`src/rtl/tcdm_port_arbiter_if.sv`:
```
// tcdm_port_arbiter_if
//   Bundles the requester-side and TCDM-master-side signals of the
//   arbiter. The "slave" modport is the arbiter's view, the "master"
//   modport is the view of whatever drives requests and the memory side.
//   Requester signals: req_i, add_i, wen_i, be_i, data_i, gnt_o,
//                      r_valid_o, r_data_o (flat vectors, slice k = requester k)
//   TCDM master side:  tcdm_req_o, tcdm_add_o, tcdm_wen_o, tcdm_be_o,
//                      tcdm_data_o, tcdm_gnt_i, tcdm_r_valid_i, tcdm_r_data_i
//   Status:            err_o (sticky orphan-response flag)
interface tcdm_port_arbiter_if #(
  parameter int NUM_REQ    = 2,
  parameter int ADDR_WIDTH = 32,
  parameter int DATA_WIDTH = 32
);
  localparam int BE_WIDTH = DATA_WIDTH / 8;

  logic [NUM_REQ-1:0]            req_i;
  logic [NUM_REQ*ADDR_WIDTH-1:0] add_i;
  logic [NUM_REQ-1:0]            wen_i;
  logic [NUM_REQ*BE_WIDTH-1:0]   be_i;
  logic [NUM_REQ*DATA_WIDTH-1:0] data_i;
  logic [NUM_REQ-1:0]            gnt_o;
  logic [NUM_REQ-1:0]            r_valid_o;
  logic [DATA_WIDTH-1:0]         r_data_o;

  logic                          tcdm_req_o;
  logic [ADDR_WIDTH-1:0]         tcdm_add_o;
  logic                          tcdm_wen_o;
  logic [BE_WIDTH-1:0]           tcdm_be_o;
  logic [DATA_WIDTH-1:0]         tcdm_data_o;
  logic                          tcdm_gnt_i;
  logic                          tcdm_r_valid_i;
  logic [DATA_WIDTH-1:0]         tcdm_r_data_i;

  logic                          err_o;

  modport slave (
    input  req_i, add_i, wen_i, be_i, data_i,
    input  tcdm_gnt_i, tcdm_r_valid_i, tcdm_r_data_i,
    output gnt_o, r_valid_o, r_data_o,
    output tcdm_req_o, tcdm_add_o, tcdm_wen_o, tcdm_be_o, tcdm_data_o,
    output err_o
  );

  modport master (
    output req_i, add_i, wen_i, be_i, data_i,
    output tcdm_gnt_i, tcdm_r_valid_i, tcdm_r_data_i,
    input  gnt_o, r_valid_o, r_data_o,
    input  tcdm_req_o, tcdm_add_o, tcdm_wen_o, tcdm_be_o, tcdm_data_o,
    input  err_o
  );
endinterface

```
`src/rtl/tcdm_port_arbiter.sv`:
```
// tcdm_port_arbiter
//   Round-robin arbiter folding NUM_REQ requesters onto one TCDM master
//   port. Grants are combinational (no added request latency). Once a
//   request is presented but not granted, the selection is frozen until
//   the handshake. Up to MAX_OUTSTANDING granted transactions are tracked
//   in an ID FIFO so that responses are routed back in order, zero latency.
//   Ports:
//     clk  - rising-edge clock
//     rst  - synchronous active-high reset
//     bus  - tcdm_port_arbiter_if.slave (requester + TCDM master signals)
module tcdm_port_arbiter #(
  parameter int NUM_REQ         = 2,
  parameter int ADDR_WIDTH      = 32,
  parameter int DATA_WIDTH      = 32,
  parameter int MAX_OUTSTANDING = 2
) (
  input  logic                 clk,
  input  logic                 rst,
  tcdm_port_arbiter_if.slave   bus
);
  localparam int BE_WIDTH = DATA_WIDTH / 8;
  localparam int IDW      = (NUM_REQ > 1) ? $clog2(NUM_REQ) : 1;
  localparam int PW       = (MAX_OUTSTANDING > 1) ? $clog2(MAX_OUTSTANDING) : 1;
  localparam int CW       = $clog2(MAX_OUTSTANDING + 1);

  typedef enum logic {ARB, HOLD} state_e;

  state_e           state_q, state_d;
  logic [IDW-1:0]   rr_ptr_q, sel_q, arb_sel, sel, cand;
  logic             any_req, found, issue_ok, req_out, hs, push, pop;
  logic [CW-1:0]    cnt_q;
  logic [PW-1:0]    wr_ptr_q, rd_ptr_q;
  logic [IDW-1:0]   id_fifo_q [MAX_OUTSTANDING];
  logic [IDW-1:0]   head;
  logic             err_q;
  int               idx;

  logic [NUM_REQ-1:0]    gnt, r_valid;
  logic [ADDR_WIDTH-1:0] m_add;
  logic                  m_wen;
  logic [BE_WIDTH-1:0]   m_be;
  logic [DATA_WIDTH-1:0] m_data;

  function automatic logic [PW-1:0] ptr_inc(input logic [PW-1:0] p);
    return (p == PW'(MAX_OUTSTANDING - 1)) ? '0 : p + PW'(1);
  endfunction

  // Circular search starting one past the last granted requester.
  always_comb begin
    arb_sel = '0;
    found   = 1'b0;
    cand    = '0;
    idx     = 0;
    any_req = |bus.req_i;
    for (int i = 1; i <= NUM_REQ; i++) begin
      idx = int'(rr_ptr_q) + i;
      if (idx >= NUM_REQ) idx = idx - NUM_REQ;
      cand = IDW'(idx);
      if (!found && bus.req_i[cand]) begin
        arb_sel = cand;
        found   = 1'b1;
      end
    end
  end

  // A full tracker may still issue when a response frees a slot this cycle.
  assign issue_ok = (cnt_q < CW'(MAX_OUTSTANDING)) ||
                    ((cnt_q == CW'(MAX_OUTSTANDING)) && bus.tcdm_r_valid_i);

  // FSM: state register
  always_ff @(posedge clk) begin
    if (rst) state_q <= ARB;
    else     state_q <= state_d;
  end

  // FSM: next state
  always_comb begin
    state_d = state_q;
    case (state_q)
      ARB:  if (req_out && !bus.tcdm_gnt_i) state_d = HOLD;
      HOLD: if (hs)                         state_d = ARB;
      default: state_d = ARB;
    endcase
  end

  // FSM: outputs. In HOLD the presented request is frozen; it only drops
  // while issue is blocked.
  always_comb begin
    sel     = arb_sel;
    req_out = 1'b0;
    case (state_q)
      ARB: begin
        sel     = arb_sel;
        req_out = any_req && issue_ok;
      end
      HOLD: begin
        sel     = sel_q;
        req_out = issue_ok;
      end
      default: ;
    endcase
    if (rst) req_out = 1'b0;
  end

  assign hs = req_out && bus.tcdm_gnt_i;

  // sel_q tracks the free selection while in ARB, so entering HOLD
  // freezes exactly what was presented.
  always_ff @(posedge clk) begin
    if (rst) begin
      rr_ptr_q <= IDW'(NUM_REQ - 1);
      sel_q    <= '0;
    end else begin
      if (state_q == ARB) sel_q    <= arb_sel;
      if (hs)             rr_ptr_q <= sel;
    end
  end

  // Request mux and grant decode; master outputs are zero when idle.
  always_comb begin
    m_add  = '0;
    m_wen  = 1'b0;
    m_be   = '0;
    m_data = '0;
    gnt    = '0;
    for (int k = 0; k < NUM_REQ; k++) begin
      if (req_out && (sel == IDW'(k))) begin
        m_add  = bus.add_i[k*ADDR_WIDTH +: ADDR_WIDTH];
        m_wen  = bus.wen_i[k];
        m_be   = bus.be_i[k*BE_WIDTH +: BE_WIDTH];
        m_data = bus.data_i[k*DATA_WIDTH +: DATA_WIDTH];
        gnt[k] = bus.tcdm_gnt_i;
      end
    end
  end

  // Response ID tracking. Responses with nothing outstanding are dropped
  // and flagged instead of popping.
  assign push = hs;
  assign pop  = bus.tcdm_r_valid_i && (cnt_q != '0) && !rst;
  assign head = id_fifo_q[rd_ptr_q];

  always_comb begin
    r_valid = '0;
    for (int k = 0; k < NUM_REQ; k++)
      r_valid[k] = pop && (head == IDW'(k));
  end

  always_ff @(posedge clk) begin
    if (rst) begin
      wr_ptr_q <= '0;
      rd_ptr_q <= '0;
      cnt_q    <= '0;
      err_q    <= 1'b0;
    end else begin
      if (push) wr_ptr_q <= ptr_inc(wr_ptr_q);
      if (pop)  rd_ptr_q <= ptr_inc(rd_ptr_q);
      case ({push, pop})
        2'b10:   cnt_q <= cnt_q + CW'(1);
        2'b01:   cnt_q <= cnt_q - CW'(1);
        default: cnt_q <= cnt_q;
      endcase
      if (bus.tcdm_r_valid_i && (cnt_q == '0)) err_q <= 1'b1;
    end
  end

  // Storage needs no reset; only the pointers define validity.
  always_ff @(posedge clk) begin
    if (push) id_fifo_q[wr_ptr_q] <= sel;
  end

  assign bus.gnt_o       = gnt;
  assign bus.r_valid_o   = r_valid;
  assign bus.r_data_o    = bus.tcdm_r_data_i;
  assign bus.tcdm_req_o  = req_out;
  assign bus.tcdm_add_o  = m_add;
  assign bus.tcdm_wen_o  = m_wen;
  assign bus.tcdm_be_o   = m_be;
  assign bus.tcdm_data_o = m_data;
  assign bus.err_o       = err_q;
endmodule

```
`src/flat_wrapper.sv`:
```
// flat-port wrapper written by rule: the top's interface ports become plain ports
module tcdm_port_arbiter_flat 
#(
  parameter int NUM_REQ         = 2,
  parameter int ADDR_WIDTH      = 32,
  parameter int DATA_WIDTH      = 32,
  parameter int MAX_OUTSTANDING = 2
)
  (clk, rst, bus_req_i, bus_add_i, bus_wen_i, bus_be_i, bus_data_i, bus_tcdm_gnt_i, bus_tcdm_r_valid_i, bus_tcdm_r_data_i, bus_gnt_o, bus_r_valid_o, bus_r_data_o, bus_tcdm_req_o, bus_tcdm_add_o, bus_tcdm_wen_o, bus_tcdm_be_o, bus_tcdm_data_o, bus_err_o);
  tcdm_port_arbiter_if #(.NUM_REQ(NUM_REQ), .ADDR_WIDTH(ADDR_WIDTH), .DATA_WIDTH(DATA_WIDTH)) bus_i ();
  input  logic clk;
  input  logic rst;
  input wire logic [$bits(bus_i.req_i)-1:0] bus_req_i;
  input wire logic [$bits(bus_i.add_i)-1:0] bus_add_i;
  input wire logic [$bits(bus_i.wen_i)-1:0] bus_wen_i;
  input wire logic [$bits(bus_i.be_i)-1:0] bus_be_i;
  input wire logic [$bits(bus_i.data_i)-1:0] bus_data_i;
  input wire logic [$bits(bus_i.tcdm_gnt_i)-1:0] bus_tcdm_gnt_i;
  input wire logic [$bits(bus_i.tcdm_r_valid_i)-1:0] bus_tcdm_r_valid_i;
  input wire logic [$bits(bus_i.tcdm_r_data_i)-1:0] bus_tcdm_r_data_i;
  output wire logic [$bits(bus_i.gnt_o)-1:0] bus_gnt_o;
  output wire logic [$bits(bus_i.r_valid_o)-1:0] bus_r_valid_o;
  output wire logic [$bits(bus_i.r_data_o)-1:0] bus_r_data_o;
  output wire logic [$bits(bus_i.tcdm_req_o)-1:0] bus_tcdm_req_o;
  output wire logic [$bits(bus_i.tcdm_add_o)-1:0] bus_tcdm_add_o;
  output wire logic [$bits(bus_i.tcdm_wen_o)-1:0] bus_tcdm_wen_o;
  output wire logic [$bits(bus_i.tcdm_be_o)-1:0] bus_tcdm_be_o;
  output wire logic [$bits(bus_i.tcdm_data_o)-1:0] bus_tcdm_data_o;
  output wire logic [$bits(bus_i.err_o)-1:0] bus_err_o;
  assign bus_i.req_i = bus_req_i;
  assign bus_i.add_i = bus_add_i;
  assign bus_i.wen_i = bus_wen_i;
  assign bus_i.be_i = bus_be_i;
  assign bus_i.data_i = bus_data_i;
  assign bus_i.tcdm_gnt_i = bus_tcdm_gnt_i;
  assign bus_i.tcdm_r_valid_i = bus_tcdm_r_valid_i;
  assign bus_i.tcdm_r_data_i = bus_tcdm_r_data_i;
  assign bus_gnt_o = bus_i.gnt_o;
  assign bus_r_valid_o = bus_i.r_valid_o;
  assign bus_r_data_o = bus_i.r_data_o;
  assign bus_tcdm_req_o = bus_i.tcdm_req_o;
  assign bus_tcdm_add_o = bus_i.tcdm_add_o;
  assign bus_tcdm_wen_o = bus_i.tcdm_wen_o;
  assign bus_tcdm_be_o = bus_i.tcdm_be_o;
  assign bus_tcdm_data_o = bus_i.tcdm_data_o;
  assign bus_err_o = bus_i.err_o;
  tcdm_port_arbiter #(.NUM_REQ(NUM_REQ), .ADDR_WIDTH(ADDR_WIDTH), .DATA_WIDTH(DATA_WIDTH), .MAX_OUTSTANDING(MAX_OUTSTANDING)) u_core (.clk(clk), .rst(rst), .bus(bus_i));
endmodule
```
`config.mk`:
```
export PLATFORM = sky130hd
export DESIGN_NAME = tcdm_port_arbiter_flat
export DESIGN_NICKNAME = d
export VERILOG_FILES = /design/src/rtl/tcdm_port_arbiter_if.sv /design/src/rtl/tcdm_port_arbiter.sv /design/src/flat_wrapper.sv
export SDC_FILE = /design/constraint.sdc
export NUM_CORES = 1
export LEC_CHECK = 0
export BUFFER_PORTS_ARGS = -buffer_cell sky130_fd_sc_hd__buf_2
export CAP_MARGIN = 0
export CORE_AREA = 8 8 105 107
export DETAILED_ROUTE_END_ITERATION = 10
export DIE_AREA = 0 0 113 115
export PLACE_DENSITY = 0.7
export RECOVER_POWER = 50
export SLEW_MARGIN = 20
export SYNTH_ARGS = -nofsm -noshare
export SYNTH_HDL_FRONTEND = slang
export SYNTH_SLANG_ARGS = --single-unit
```
`constraint.sdc`:
```
create_clock -name clk -period 1.8 [get_ports clk]
set_input_delay 0.09 -clock clk [delete_from_list [all_inputs] [get_ports clk]]
set_output_delay 0.09 -clock clk [all_outputs]
set_load 0.03 [all_outputs]
```
-- Word-level counts from Yosys, hierarchy flattened
Memory sizes are Yosys's and may differ from the RTL's. A register that Yosys moved wholly into a read port is not among the register bits.
Cells that the tools add are included.
- input bits: 176
- memories: 1
- logic and storage cells: 79
- memory bits (writable): 2
- bits in registers: 8
- memories (memory ; words ; width ; rd ports ; clocked after Yosys merged registers in ; write ports ; line ; text):
    u_core.id_fifo_q ; 2 ; 1 ; 1 ; 1 ; 1 ; tcdm_port_arbiter.sv:33 ; logic [IDW-1:0] id_fifo_q [MAX_OUTSTANDING];
- reduce and logical (&&, ||, !) cells: 20
- muxes and demuxes: 32
- eq/ne operators: 3
- bitwise gates (word level): 3
- $lt $le $gt $ge: 5
- add/sub/neg operators: 8
- operator list (operator ; count):
    32-bit 2-to-1 mux ; 4
    1-bit 2-to-1 mux ; 22
    1-bit logical AND ; 12
    4-bit 2-to-1 mux ; 2
    1-bit case mux with 2 select lines ; 3
    2-bit equality test (second input constant) ; 2
    1-bit by 2-bit < comparator with 1-bit output (second input constant) ; 2
    2-bit case mux with 2 select lines ; 1
    2-bit nonzero test ; 2
    1-bit by 2-bit adder with 3-bit output (second input constant) ; 1
    3-bit by 2-bit greater-or-equal comparator with 1-bit output (second input constant) ; 1
    1-bit logical NOT ; 3
    1-bit inverter ; 3
    1-bit adder (second input constant) ; 2
    1-bit by 1-bit adder with 2-bit output (second input constant) ; 1
    2-bit by 1-bit adder with 2-bit output (second input constant) ; 1
    2-bit by 1-bit equality test with 1-bit output (second input constant) ; 1
    2-bit greater-or-equal comparator (second input constant) ; 1
    2-bit logical NOT ; 1
    2-bit < comparator (second input constant) ; 1
    2-bit OR reduction ; 1
    1-bit subtractor (second input constant) ; 2
    2-bit by 1-bit subtractor with 2-bit output (second input constant) ; 1
    1-bit logical OR ; 1

-- Logic depth before layout (Yosys ltp)
- depth after elaboration: 14
- gate-level depth with buffers: 10

-- Worst setup path after synthesis
Ideal clock, no wire load.
- kind: reg-to-reg
- start: register u_core.cnt_q[0]
- end: register u_core.cnt_q[1]
- buffers on the path: 1
- setup time: 71 ps
- period minus slack after synthesis: 1887 ps
- data arrival time: 1816 ps
- cell stages (with the launch flop): 10
- setup slack: -87 ps
- cells stage by stage: dfxtp_1 > nand2b_4 > a21oi_2 > nand2b_1 > buf_6 > inv_2 > nand2_1 > ha_1 > or3_1 > a21oi_1
- cells in the longest elaborated chain, start to end: 9
- elaborated cells between the ends (all ways): 17
- classes of those cells: 2 x add/sub; 1 x order compare; 3 x eq/ne; 3 x mux; 8 x reduce/logical
- ends and longest elaborated chain (element ; line ; text):
    start, declared ; tcdm_port_arbiter.sv:31 ; logic [CW-1:0] cnt_q;
    start signal, assigned ; tcdm_port_arbiter.sv:159 ; 2'b10: cnt_q <= cnt_q + CW'(1);
    start signal, assigned ; tcdm_port_arbiter.sv:160 ; 2'b01: cnt_q <= cnt_q - CW'(1);
    start signal, assigned ; tcdm_port_arbiter.sv:161 ; default: cnt_q <= cnt_q;
    2-bit equality test ; tcdm_port_arbiter.sv:68 ; ((cnt_q == CW'(MAX_OUTSTANDING)) && bus.tcdm_r_valid_i);
    1-bit logical AND ; tcdm_port_arbiter.sv:68 ;
    1-bit logical OR * ; tcdm_port_arbiter.sv:67 ; assign issue_ok = (cnt_q < CW'(MAX_OUTSTANDING)) ||
    1-bit logical AND ; tcdm_port_arbiter.sv:94 ; req_out = any_req && issue_ok;
    1-bit case mux with 2 select lines * ; tcdm_port_arbiter.sv:91 ; case (state_q)
    1-bit 2-to-1 mux * ; tcdm_port_arbiter.sv:102 ; if (rst) req_out = 1'b0;
    named net bus_tcdm_req_o ; flat_wrapper.sv:24 ; output wire logic [$bits(bus_i.tcdm_req_o)-1:0] bus_tcdm_req_o;
    1-bit logical AND * ; tcdm_port_arbiter.sv:105 ; assign hs = req_out && bus.tcdm_gnt_i;
    2-bit by 1-bit equality test with 1-bit output or 2-bit equality test (tied branches) ; tcdm_port_arbiter.sv:158 ; case ({push, pop})
    2-bit case mux with 2 select lines or 2-bit nonzero test (tied branches) ; -- ;
The timed path passes the listed nets; every way through them passes the cells marked *.
A chain may end at the register's enable or synchronous reset.

==> impl_metrics.ini <==
[layout]
nNetsFinal = 611
layout_common_cells = buf_2, nor2_1, mux2i_1
fin_area_mm2 = 0.00318
nFillCells = 1013
drive_gt1_share_pct = 59.6
final_common_cell = buf_2
area_growth_pct = 74.5
antennaDiodeCount = 0

[timing]
min_period_ns = 1.80
hold_ws_ns = 0.154
worst_clock_skew_ns = 0.000831
max_freq_ghz = 0.555
setup_viol = 1
slew_headroom_pct = 68.5
rsz0062_at_grt = true
fin_crit_sh_pct = 100
hold_viol = 0
finalWorstSetupSlack_ns = -0.00146
worstMarginPinSlew_ns = 0.470
slew_viol_final = 0

[cts]
cts_buffer_depth = 2
clock_latency_ns = 0.24
clkSlewWorstSetupHoldPaths_ns = 0.05
cts_root_buf = clkbuf_8
numCtsBuffers = 3
h-tree-depth = 1
cts_sinks = 11
cts_tree = yes

[synth]
syn_inst = 237
ys_ff_latch = 11
synth_area_leader_cell = mux2i_1
ys_types = 28
synth-seq-area-share_pct = 13.2
synth_area_mm2 = 0.00182
avgSynthCellArea_um2 = 7.69
synth_top_cell_area_share_pct = 39.0
synthTopCellsByArea = mux2i_1, nor2_1, buf_4
syn_nets = 414
ys_warn_count = 0

[hold_path]
worstHoldPathType = in2reg
hold_path.startpoint = bus_tcdm_r_valid_i

[place]
place_congestion = 0.944
pre_cts_slack_ns = -0.0340
port-buffer-count = 218
dp_hpwl_um = 7420
dpl_cell_area_mm2 = 0.00280

[power_and_ir_drop]
leakagePower_nw = 2.00
intPower_mw = 0.981
p_clk_share_pct = 13.9
power_frac_seq_pct = 16.5
pwr_density_cell_mw_per_mm2 = 556
combinationalPowerShare_pct = 69.6
ir_drop_uv = 191
switching_share_pct = 44.5
power_switching_mw = 0.787

[detailed_routing]
first_pass_iters = 4
drt_iter0_markers = 59
routed_via_density = 4.33
drc = 0
drtAntennaViolNets = 0
wl_per_cell_um = 17.0
dr_total_vias = 2370
drt-total-wl_um = 9310

[setup_path]
path_class = reg2out
critPathMaxFanout = 7
worstSetupStartpointType = register
worstPathArrival_ns = 1.71
cp-end-kind = output port
crit_required_ns = 1.71

[die]
ioPinCount = 283
coreArea_mm2 = 0.00946
die_h_um = 115
dieArea_mm2 = 0.0130
chipWidth_um = 113
rows = 36
initial_core_util_pct = 19.3

[global_route]
grtUsageTotal_pct = 12.6
grt_max_degree = 70
grt_overflow = 0
grt_pass1_vias = 2689
antenna_found_initial = 0
grt_pass1_wl_um = 13200

[run_status]
status = complete, but fails checks
violations = setup timing

[flow_run]
drv_cap = 0
## logic make-up after synthesis
logic type | synth area share [%]
simple gates | 21.3
mux | 39.0
buf+inv | 21.8
flops | 13.2
compound gates | 2.13
xor+xnor | 1.92
fa+ha+maj | 0.687
## critical path, stage by stage (launching register included)
cell       delay, ns
dfxtp_4         0.37
mux2i_4         0.25
buf_6           0.15
buf_6           0.12
clkbuf_16       0.16
mux2i_1         0.19
nor2_1          0.06
buf_4           0.18
## path summary, 6_finish.rpt
path                                           end  slack (ns)  cells after the start
worst min register to register    u_core.bus.err_o        0.48                      2
worst max-delay path            bus_tcdm_add_o[14]      -0.001                      7
worst max register to register     u_core.cnt_q[1]        0.05                      8
worst min-delay path              u_core.bus.err_o        0.15                      3
## synthesized netlist by cell type (all sizes together)
cell type and count:
ha 1, and2 1, nand2 1, inv 3, or3 1, a21boi 1
a21oi 3, a211oi 1, nand2b 2, edfxtp 2, and3 2, xnor2 3
mux2i 71, o21ai 1, xor2 1, nor3b 1, buf 48, nor2 80
nor3 3, clkbuf 1, dfxtp 9, nor2b 1
## power by group through the flow
stage	registers (mW)	logic, mW	clock network (mW)
2_1_floorplan	0.298	0.838	0
3_3_place_gp	0.294	1.05	0
3_5_place_dp	0.296	1.07	0
4_1_cts	0.292	1.17	0.250
5_1_grt	0.294	1.32	0.264
6_report	0.292	1.23	0.246
## layout make-up
class | count | area [um^2] | share of cell area [%]
tap | 114 | 143 | 4.49
inverter | 3 | 16.3 | 0.512
multi-input combinational | 174 | 1230 | 38.7
sequential | 11 | 244 | 7.68
clock buffer | 4 | 45.0 | 1.42
timing repair buffer | 241 | 1500 | 47.2
## layer usage
metal | share of wire [%] | GRT usage, % | vias to the layer above
met5 | 0 | 0 | -
met4 | 4.2 | 6.75 | 0
met3 | 12 | 5.67 | 22
met2 | 51 | 24.2 | 172
met1 | 32 | 10.7 | 1033
li1 | - | - | 1143
## stage by stage
stage	power [mW]	utilization, %	TNS, ns	std cells
after CTS	1.71	32.1	-0.146	545
after global routing	1.88	33.6	-2.65	547
after detailed placement	1.36	29.6	-0.128	529
after floorplan	1.14	-	0	237
final	1.77	33.6	-0.00146	547
after global placement	1.34	29.6	0	529
## timing repair
action	CTS	global route
hold buffers	0	0
resized for setup	25	48
setup buffers	10	2
pin swaps	0	9
hold endpoints to repair	0	0
cloned	2	2
endpoints found under the setup margin	70	58
No activity file was read; power rests on OpenSTA's default activity.
